==> src/rtl/shift_arbiter_pkg.sv <==
// shift_arbiter_pkg: shared widths, ALU opcodes and request payload type for shift_arbiter.
package shift_arbiter_pkg;
  localparam int DATA_W = 32;
  localparam int SHAMT_W = 5;
  localparam logic [4:0] ALU_OP_SLL = 5'b00011;
  localparam logic [4:0] ALU_OP_SRA = 5'b00100;
  typedef struct packed {
    logic [DATA_W-1:0]  operand;
    logic [SHAMT_W-1:0] shiftamt;
    logic               op;
  } shift_req_t;
  function automatic logic [4:0] alu_op(input logic op);
    return op ? ALU_OP_SRA : ALU_OP_SLL;
  endfunction
endpackage

==> src/rtl/rr_arb2.sv <==
// rr_arb2: two-input round-robin grant with the priority pointer register.
module rr_arb2 (
  input  logic       clock,
  input  logic       reset_n,
  input  logic [1:0] valid,
  input  logic       accept,
  output logic [1:0] grant
);
  logic prio;
  always_comb begin
    grant[0] = valid[0] && (!valid[1] || !prio);
    grant[1] = valid[1] && (!valid[0] || prio);
  end
  always_ff @(posedge clock or negedge reset_n)
    if (!reset_n) prio <= 1'b0;
    else if (accept) prio <= grant[0];
endmodule

==> src/rtl/shift_arbiter.sv <==
// shift_arbiter: two requesters share one 32-bit sll/sra shifter with a registered output stage.
// Define SHIFT_ARBITER_STATS_EN to add saturating grant/stall counters.
module shift_arbiter
  import shift_arbiter_pkg::*;
(
  input  logic               clock,
  input  logic               reset_n,
  input  logic               req0_valid,
  output logic               req0_ready,
  input  logic [DATA_W-1:0]  req0_operand,
  input  logic [SHAMT_W-1:0] req0_shiftamt,
  input  logic               req0_op,
  input  logic               req1_valid,
  output logic               req1_ready,
  input  logic [DATA_W-1:0]  req1_operand,
  input  logic [SHAMT_W-1:0] req1_shiftamt,
  input  logic               req1_op,
  output logic               out_valid,
  input  logic               out_ready,
  output logic [DATA_W-1:0]  out_result,
  output logic               out_id
`ifdef SHIFT_ARBITER_STATS_EN
  ,
  output logic [15:0]        stat_grant0,
  output logic [15:0]        stat_grant1,
  output logic [15:0]        stat_stall
`endif
);
  logic [1:0] grant;
  logic take, accept;
  shift_req_t sel;
  logic [4:0] opc;
  logic [DATA_W-1:0] shl, shr, result;
  rr_arb2 u_arb (
    .clock  (clock),
    .reset_n(reset_n),
    .valid  ({req1_valid, req0_valid}),
    .accept (accept),
    .grant  (grant)
  );
  always_comb begin
    take       = !out_valid || out_ready;
    req0_ready = grant[0] && take;
    req1_ready = grant[1] && take;
    accept     = req0_ready || req1_ready;
    sel        = grant[1] ? shift_req_t'{req1_operand, req1_shiftamt, req1_op}
                          : shift_req_t'{req0_operand, req0_shiftamt, req0_op};
    opc        = alu_op(sel.op);
    shl        = sel.operand << sel.shiftamt;
    shr        = DATA_W'($signed(sel.operand) >>> sel.shiftamt);
    result     = opc == ALU_OP_SRA ? shr : shl;
  end
  always_ff @(posedge clock or negedge reset_n)
    if (!reset_n) begin
      out_valid  <= 1'b0;
      out_result <= '0;
      out_id     <= 1'b0;
    end else if (accept) begin
      out_valid  <= 1'b1;
      out_result <= result;
      out_id     <= grant[1];
    end else if (out_ready) out_valid <= 1'b0;
`ifdef SHIFT_ARBITER_STATS_EN
  always_ff @(posedge clock or negedge reset_n)
    if (!reset_n) begin
      stat_grant0 <= '0;
      stat_grant1 <= '0;
      stat_stall  <= '0;
    end else begin
      if (req0_ready && ~&stat_grant0) stat_grant0 <= stat_grant0 + 16'd1;
      if (req1_ready && ~&stat_grant1) stat_grant1 <= stat_grant1 + 16'd1;
      if ((req0_valid || req1_valid) && !accept && ~&stat_stall) stat_stall <= stat_stall + 16'd1;
    end
`endif
endmodule

==> config.mk <==
export PLATFORM = sky130hd
export DESIGN_NAME = shift_arbiter
export DESIGN_NICKNAME = d
export VERILOG_FILES = /design/src/rtl/shift_arbiter_pkg.sv /design/src/rtl/rr_arb2.sv /design/src/rtl/shift_arbiter.sv
export SDC_FILE = /design/constraint.sdc
export NUM_CORES = 1
export LEC_CHECK = 0
export CAP_MARGIN = 40
export CORE_UTILIZATION = 29
export CTS_CLUSTER_DIAMETER = 60
export CTS_CLUSTER_SIZE = 28
export DETAILED_ROUTE_END_ITERATION = 7
export HOLD_SLACK_MARGIN = 0.1
export MAX_ROUTING_LAYER = met4
export PLACE_DENSITY_LB_ADDON = 0.08
export RECOVER_POWER = 100
export SKIP_CTS_REPAIR_TIMING = 1
export SLEW_MARGIN = 20
export SYNTH_ARGS = -nofsm -noshare
export SYNTH_HDL_FRONTEND = slang
export SYNTH_SLANG_ARGS = --single-unit
==> constraint.sdc <==
create_clock -name clock -period 2.15 [get_ports clock]
set_clock_uncertainty 0.1 [all_clocks]
set_input_delay 0.5375 -clock clock [delete_from_list [all_inputs] [get_ports clock]]
set_output_delay 0.5375 -clock clock [all_outputs]
set_load 0.02 [all_outputs]
Word-level counts from Yosys, hierarchy flattened
Index checks and enable logic that the tools add are counted.

operators by class
  eq/ne operators = 1
  shift-type cells = 2
  mux-type cells = 5
  reductions and logical operators = 13

operator list
  kind                                            count
  38-bit two-way mux                              1
  32-bit two-way mux                              1
  32-bit by 5-bit << shifter with 32-bit output   1
  32-bit by 5-bit >>> shifter with 32-bit output  1
  1-bit logical AND                               4
  1-bit logical NOT                               4
  1-bit logical OR                                4
  3-bit == test (second input constant)           1
  3-bit two-way mux                               1
  1-bit two-way mux                               2
  2-bit nonzero test                              1

storage, ports and cells
  bits in registers = 35
  bits of input ports = 81
  output and inout bits = 36
  logic and storage cells = 25

Longest topological paths before layout
Gate-level depths: netlist of run 1.

  word-level depth = 7
  mapped depth = 11

Cells and area by module
A second synthesis of run 1 with hierarchy kept.

second synthesis, totals
  cells, all modules = 709
  area, all modules = 5545.3 sq um

by module, submodules not included
  module         instances  cells each  area each (sq um)  sequential area each (sq um)
  shift_arbiter  1          704         5482.8             850.8
  rr_arb2        1          5           62.6               25.0

Worst setup path after synthesis of run 1
Ideal clock, no wire load.

  kind = input -> register
  from = in req1_shiftamt[1]
  to = reg out_result[2]
  arrival time = 2305 ps
  data required time = 1921 ps
  slack = -384 ps
  stages = 9
  buffers on the path = 3
  cells stage by stage = buf_2 buf_4 buf_2 mux2_2 o2111ai_1 o211ai_1 o311ai_1 a211oi_1 a2111o_1

between the ends
  cells in the longest elaborated chain, start to end = 3

ends and longest elaborated chain
  what                                                                                                             RTL line                                  text
  start: declaration                                                                                               shift_arbiter.sv:16                       input logic [SHAMT_W-1:0] req1_shiftamt,
  38-bit two-way mux (*)                                                                                           shift_arbiter.sv:46                       sel = grant[1] ? shift_req_t'{req1_operand, req1_shiftamt, req1_op}
  32-bit by 5-bit << shifter with 32-bit output or 32-bit by 5-bit >>> shifter with 32-bit output (tied branches)  shift_arbiter.sv:49, shift_arbiter.sv:50
  32-bit two-way mux (*)                                                                                           shift_arbiter.sv:51                       result = opc == ALU_OP_SRA ? shr : shl;
  end signal: assignment                                                                                           shift_arbiter.sv:60                       out_result <= result;
  end: declaration                                                                                                 shift_arbiter.sv:20                       output logic [DATA_W-1:0] out_result,

Every way passes the cells marked *; elsewhere a longest branch is shown, timed or not.
A chain may end at the register's enable or synchronous reset.

Final worst setup path of run 1
  from = reg u_arb.prio
  to = reg out_result[0]

between the ends
  cells in the longest elaborated chain, start to end = 6

ends and longest elaborated chain
  what                                                                        RTL line       text
  start: declaration                                                          rr_arb2.sv:9   logic prio;
  start signal: assignment                                                    rr_arb2.sv:16  else if (accept) prio <= grant[0];
  parallel branches: the longest is 6 deep, another holds 38-bit two-way mux  n/a

Parallel ways; which one is timed is not known.

==> results of run 1 <==
-- tightest hold or removal path, delay by kind of cell, from the launching register on --
family	cells	cell delay (ps)
AND/OR/NAND/NOR	1	60
flip-flops	1	340
AO/OA/AOI/OAI	1	50
-- registers in the layout (all words and copies together) (netlist names) --
register,flops
u_arb.prio,1
out_valid,1
out_id,1
out_result,32
-- per-stage QoR --
stage               power (mW)  utilization (%)  std cells  TNS, ps  cell area [sq um]
global route              7.63             52.9       1682   -14650              12900
finish                    7.31             52.9       1682   -12750              12900
CTS                       6.60             47.5       1641   -26930              11600
detailed placement        5.78             46.9       1633   -36230              11400
global placement          5.79             46.9       1633   -36160              11400
floorplan                 3.23                -        918    -4130               7530
-- power by group --
part           leakage [nW]  internal [mW]  switching [mW]
clock                0.0772          0.494           0.302
combinational          5.14           2.65            2.91
sequential            0.416          0.831           0.117
-- logic make-up (layout without fill, tap and decap cells) --
| kind of cell | after synthesis | count (layout) | synth area share (%) |
|---|---|---|---|
| AOI/OAI and AO/OA | 360 | 361 | 34.7 |
| muxes | 181 | 181 | 28.8 |
| DFF | 35 | 35 | 12.1 |
| and+or+nand+nor | 236 | 238 | 16.2 |
| buffers and inverters | 106 | 543 | 8.18 |
-- routing by layer --
metal	wire length, microns	track usage (%)	vias up	part of all wire, %
met5	0	-	-	0
met4	1650	9.92	0	3.9
met3	2900	4.83	98	6.8
met2	19300	52.5	419	45
met1	18600	42.6	4862	44
li1	-	-	4525	-
-- how the worst max path moves through the flow --
stage                endpoint  slack, ps  cells past startpoint
2_1_floorplan  out_result[30]       -220                     10
3_3_place_gp    out_result[8]      -1290                     11
3_5_place_dp    out_result[8]      -1280                     11
4_1_cts         out_result[8]      -1000                     11
5_1_grt        out_result[31]       -540                      9
6_report        out_result[0]       -500                      9
-- layout by cell type, fill, tap and decap left out, types with 35 or more instances in the layout --
| master | count |
|---|---|
| buf_4 | 353 |
| clkdlybuf4s50_1 | 77 |
| dfrtp_1 | 35 |
| mux2_2 | 43 |
| mux2i_1 | 101 |
| nand2_1 | 57 |
| nand3_1 | 45 |
| nor2_1 | 35 |
| o211ai_1 | 63 |
| o21ai_0 | 45 |
| o21ai_1 | 41 |
-- cell type report --
class	instances	area (sq um)	area share (%)
clock buffer	8	156	1.21
inverter	9	36.3	0.281
multi-input combinational	780	6650	51.6
sequential	35	876	6.79
tap	324	405	3.14
timing repair buffer	526	4770	37.0
==> impl_metrics.ini, run 1 <==
[status]
status = finished, violations left
violations = setup timing

[power_and_ir_drop]
vdd_drop_max_mv = 0.262
p_leak_nw = 5.63
cellPowerDensity_nw_per_um2 = 567

[synthesis]
async_reset_ff_share_pct = 100
synth_edf_count = 0
synth-main-ff-cell = dfrtp_1
synth_area_leaders = mux2i_1 16%, dfrtp_1 12%, mux2_2 8.0%
synth_nets = 999
netlist.area_leader.share_pct = 15.5
synthCells = 918
avgSynthCellArea_sq_um = 7.86
synth_area_sq_um = 7220
synth_area_leader_cell = mux2i_1
yosysSeqAreaShare_pct = 12.1
ys_types = 75
yosysWarnings = 0
synth_commonest_cells = 112 x mux2i_1, 86 x o21ai_0, 66 x nand2_1
yosysMostFrequentCell = mux2i_1
synth_seq_cells = 35

[layout]
drive_gt1_share_pct = 47.5
n_antenna_cell = 0
finalNetCount = 1438
fillers = 2411
areaGrowthSynthToFinish_pct = 78.7

[routing]
route.vias.total = 9904
wl_per_cell_microns = 25.3
first_iter_violations = 904
ant_nets = 0
drcViolationCount = 0
avgViaCountPerCell = 5.89
drt_wl_total_microns = 42500
dr.pass1.iters = 5

[floorplanning]
ioPinCount = 117
rows = 57
die_y_microns = 160
core_area_sq_um = 24400
fp.dieW_microns = 160
initial_core_util_pct = 29.6
die-area_sq_um = 25500

[min_path]
hp-class = reg2reg
hold_path_startpoint = out_result[30]
whs_endpoint = out_result[30]
whs_path_depth = 2

[timing]
hold_viol = 0
fin_crit_sh_pct = 123
grt_setup_unrepaired = yes
final.setup.worst_slack_ps = -497
fmax_mhz = 378
slew_headroom_pct = 32.7
setup_viol = 33
finalCriticalPeriod_ps = 2650
holdWs_ps = 388
drv_slew = 0
worst_pin_slew_ps = 1010

[grt]
grt-ovfl-total = 0
grt.total_usage_pct = 32.8
grt_pass1_wl_microns = 61200
antenna_found_initial = 0
grt_max_degree = 36
grt_pass1_vias = 9617

[setup_path]
cp_top_family = simple AND/OR/NAND/NOR gates
end_kind = flop
slowest_stage = mux4_2
cp_max_fo = 10
slowest_delay_ps = 510
crit_type = reg2reg
rr_endpoint = out_result[0]
r2r_slack_ps = -500
cp_data_arrival_time_ps = 2750
critPathRequiredTime_ps = 2260
reg2reg_depth = 9
startpoint = u_arb.prio
rr_startpoint = u_arb.prio
startpoint_type = flop
crit_buf_inv = 2
crit_chain = nand2b_4 -> buf_12 -> nand2_2 -> buf_4 -> nand4_1 -> o211ai_1 -> o21ai_1 -> mux4_2 -> o22ai_2

[placement]
dp_slack_ps = -1280
port_buffers = 116
post-dp-hpwl_microns = 33600
routabilityCongestion = 0.981

[clock_tree]
clk_latency_ps = 290
h-tree-depth = 2
clockRootBuffer = clkbuf_16
cts.sinks = 35
numCtsBuffers = 5
cts_buffer_depth = 2
clk_pin_slew_worst_paths_ps = 60
cts_tree = built

[flow_run]
cap_violations = 0
Note: power is estimated with default switching activity, not from simulation.
==> inputs of run 2 (changes only) <==
- ABC_AREA: default -> 1
- CAP_MARGIN: 40 -> 20
==> run 2 against run 1 <==
Against the previous run:
- the run still ends with setup timing left
- first-iteration DRC count fell by 15%
- sequential share of layout area rose by 2.1 points
- largest cell class unchanged
- register-to-register slack improved by 260 ps
- critical path type unchanged
- largest power group unchanged
- maximum frequency rose by 11%
- cell count fell by 14%
==> impl_metrics.ini, run 2 <==
[layout]
n_antenna_cell = 0
areaGrowthSynthToFinish_pct = 86.1
drive_gt1_share_pct = 39.9
layout_common_cells = 263 x nand2_1, 205 x nand3_1, 149 x nand3_2
final_common_cell = nand2_1
finalNetCount = 1297
top_register = out_result
finalInstanceArea_sq_um = 9820
largest_reg_flops = 32

[timing]
fin_crit_sh_pct = 111
hold_viol = 0
finalCriticalPeriod_ps = 2390
grt_setup_unrepaired = yes
holdWs_ps = 359
setup_viol = 32
finalSetupTns_ps = -5480
drv_slew = 0
final.setup.worst_slack_ps = -237
worst_pin_slew_ps = 928
slew_headroom_pct = 38.1
fmax_mhz = 419

[clock_tree]
numCtsBuffers = 5
cts_tree = built
cts.sinks = 35
clk_pin_slew_worst_paths_ps = 60
h-tree-depth = 2
clk_latency_ps = 290
clockRootBuffer = clkbuf_16
cts_buffer_depth = 2

[placement]
post-dp-hpwl_microns = 20800
port_buffers = 116
dp_slack_ps = -1010
routabilityCongestion = 1.04
placed_cell_area_sq_um = 7460

[synthesis]
synth-main-ff-cell = dfrtp_1
synth_area_sq_um = 5270
synthCells = 1009
synth_top_family_by_area = simple AND/OR/NAND/NOR gates
ys_types = 24
netlist.area_leader.share_pct = 35.3
synth_area_leader_cell = nand3_1
yosys.area_share.adder_pct = 0
synth_area_leaders = nand3_1 35%, nand2_1 26%, dfrtp_1 17%
async_reset_ff_share_pct = 100
yosysWarnings = 0
synth-xor-area-share_pct = 0
yosys.area_share.simple_pct = 68.2
synth_nets = 1090
synth_seq_cells = 35
synth.area.mux_share_pct = 0
synth-compound-area-share_pct = 5.22
synth_commonest_cells = 372 x nand3_1, 359 x nand2_1, 69 x nor2_1
avgSynthCellArea_sq_um = 5.23
synth_edf_count = 0
yosysSeqAreaShare_pct = 16.6
yosysMostFrequentCell = nand3_1

[setup_path]
crit_chain = nand2_2 -> nand2_4 -> buf_6 -> or2_4 -> o21ai_4 -> clkinv_4 -> buf_6 -> clkbuf_16 -> nand3_1 -> nand2_1 -> nor2_2 -> nor2_1 -> nor2_2 -> a21oi_1
cp_max_fo = 7
slowest_delay_ps = 420
critPathRequiredTime_ps = 2220
cp_data_arrival_time_ps = 2460
startpoint_type = flop
rr_endpoint = out_result[26]
rr_startpoint = u_arb.prio
reg2reg_depth = 14
end_kind = flop
r2r_slack_ps = -240
slowest_stage = dfrtp_1
crit_type = reg2reg
startpoint = u_arb.prio

[floorplanning]
ioPinCount = 117
initial_core_util_pct = 30.1
die_y_microns = 137
fp.dieW_microns = 137
die-area_sq_um = 18700
core_area_sq_um = 17500
rows = 48

[grt]
antenna_found_initial = 0
grt_max_degree = 41
grt-ovfl-total = 0
grt.total_usage_pct = 28.9
grt_pass1_vias = 7144
grt_pass1_wl_microns = 39500

[min_path]
hp-class = in2async

[routing]
drt_wl_total_microns = 30500
route.vias.total = 8282
avgViaCountPerCell = 5.74
drcViolationCount = 0
first_iter_violations = 764
wl_per_cell_microns = 21.1
dr.pass1.iters = 8
ant_nets = 0

[power_and_ir_drop]
p_leak_nw = 4.67
vdd_drop_max_mv = 0.431
cellPowerDensity_nw_per_um2 = 852

[flow_run]
cap_violations = 0

[status]
violations = setup timing
status = finished, violations left
-- run 2: changes by cell type in the layout (fill, tap and decap cells not counted), sizes merged, moves of 27 or more --
cell / before / now
mux2: 53 / 0
buf: 414 / 141
nand3: 50 / 373
dlymetal6s2s: 30 / 3
o21ai: 119 / 17
dlygate4sd3: 0 / 34
o211ai: 63 / 0
nand2: 67 / 364
mux2i: 113 / 0
-- run 2: worst max path at each step --
stage,to,slack [ps],depth (start not counted)
2_1_floorplan,out_result[3],60,12
3_3_place_gp,out_result[10],-1020,15
3_5_place_dp,out_result[10],-1010,15
4_1_cts,out_result[10],-700,15
5_1_grt,out_result[20],-320,16
6_report,out_result[26],-240,14
-- run 2: cell families after synthesis --
kind of cell           Yosys count
AOI/OAI and AO/OA               51
buffers and inverters          104
DFF                             35
and+or+nand+nor                819
-- run 2: worst max-delay path: cells and delay by family (launching register included) --
family,cells,cell delay (ps)
buffers and inverters,4,580
AND/OR/NAND/NOR,8,960
flip-flops,1,420
AO/OA/AOI/OAI,2,190
-- run 2: metrics by stage --
stage | total power [mW] | cells | utilization (%)
2_1_floorplan | 3.89 | 1009 | -
3_3_place_gp | 6.17 | 1390 | 42.6
3_5_place_dp | 6.14 | 1390 | 42.6
4_1_cts | 6.89 | 1398 | 43.4
5_1_grt | 8.84 | 1442 | 56.0
6_report | 8.36 | 1442 | 56.0
-- run 2: area by class of cell --
type	count	area, sq um
clock buffers	5	125
multi-input cells	870	5380
fillers	1721	7720
clock inverters	3	15.0
inverters	32	125
well taps	225	282
flip-flops and latches	35	876
repair buffers	272	3020
-- run 2: layer usage --
metal	track usage (%)	routed length (microns)	up-vias
met5	-	0	-
met2	45.3	13300	554
li1	-	-	3819
met1	36.4	12200	3766
met4	13.0	1860	0
met3	4.96	3190	143
-- run 2: power breakdown --
group          switching, mW  leakage (nW)  internal [mW]
Sequential             0.176         0.408          0.941
Clock                  0.292        0.0733          0.423
Combinational           3.89          4.19           2.64
Total                   4.36          4.67           4.00
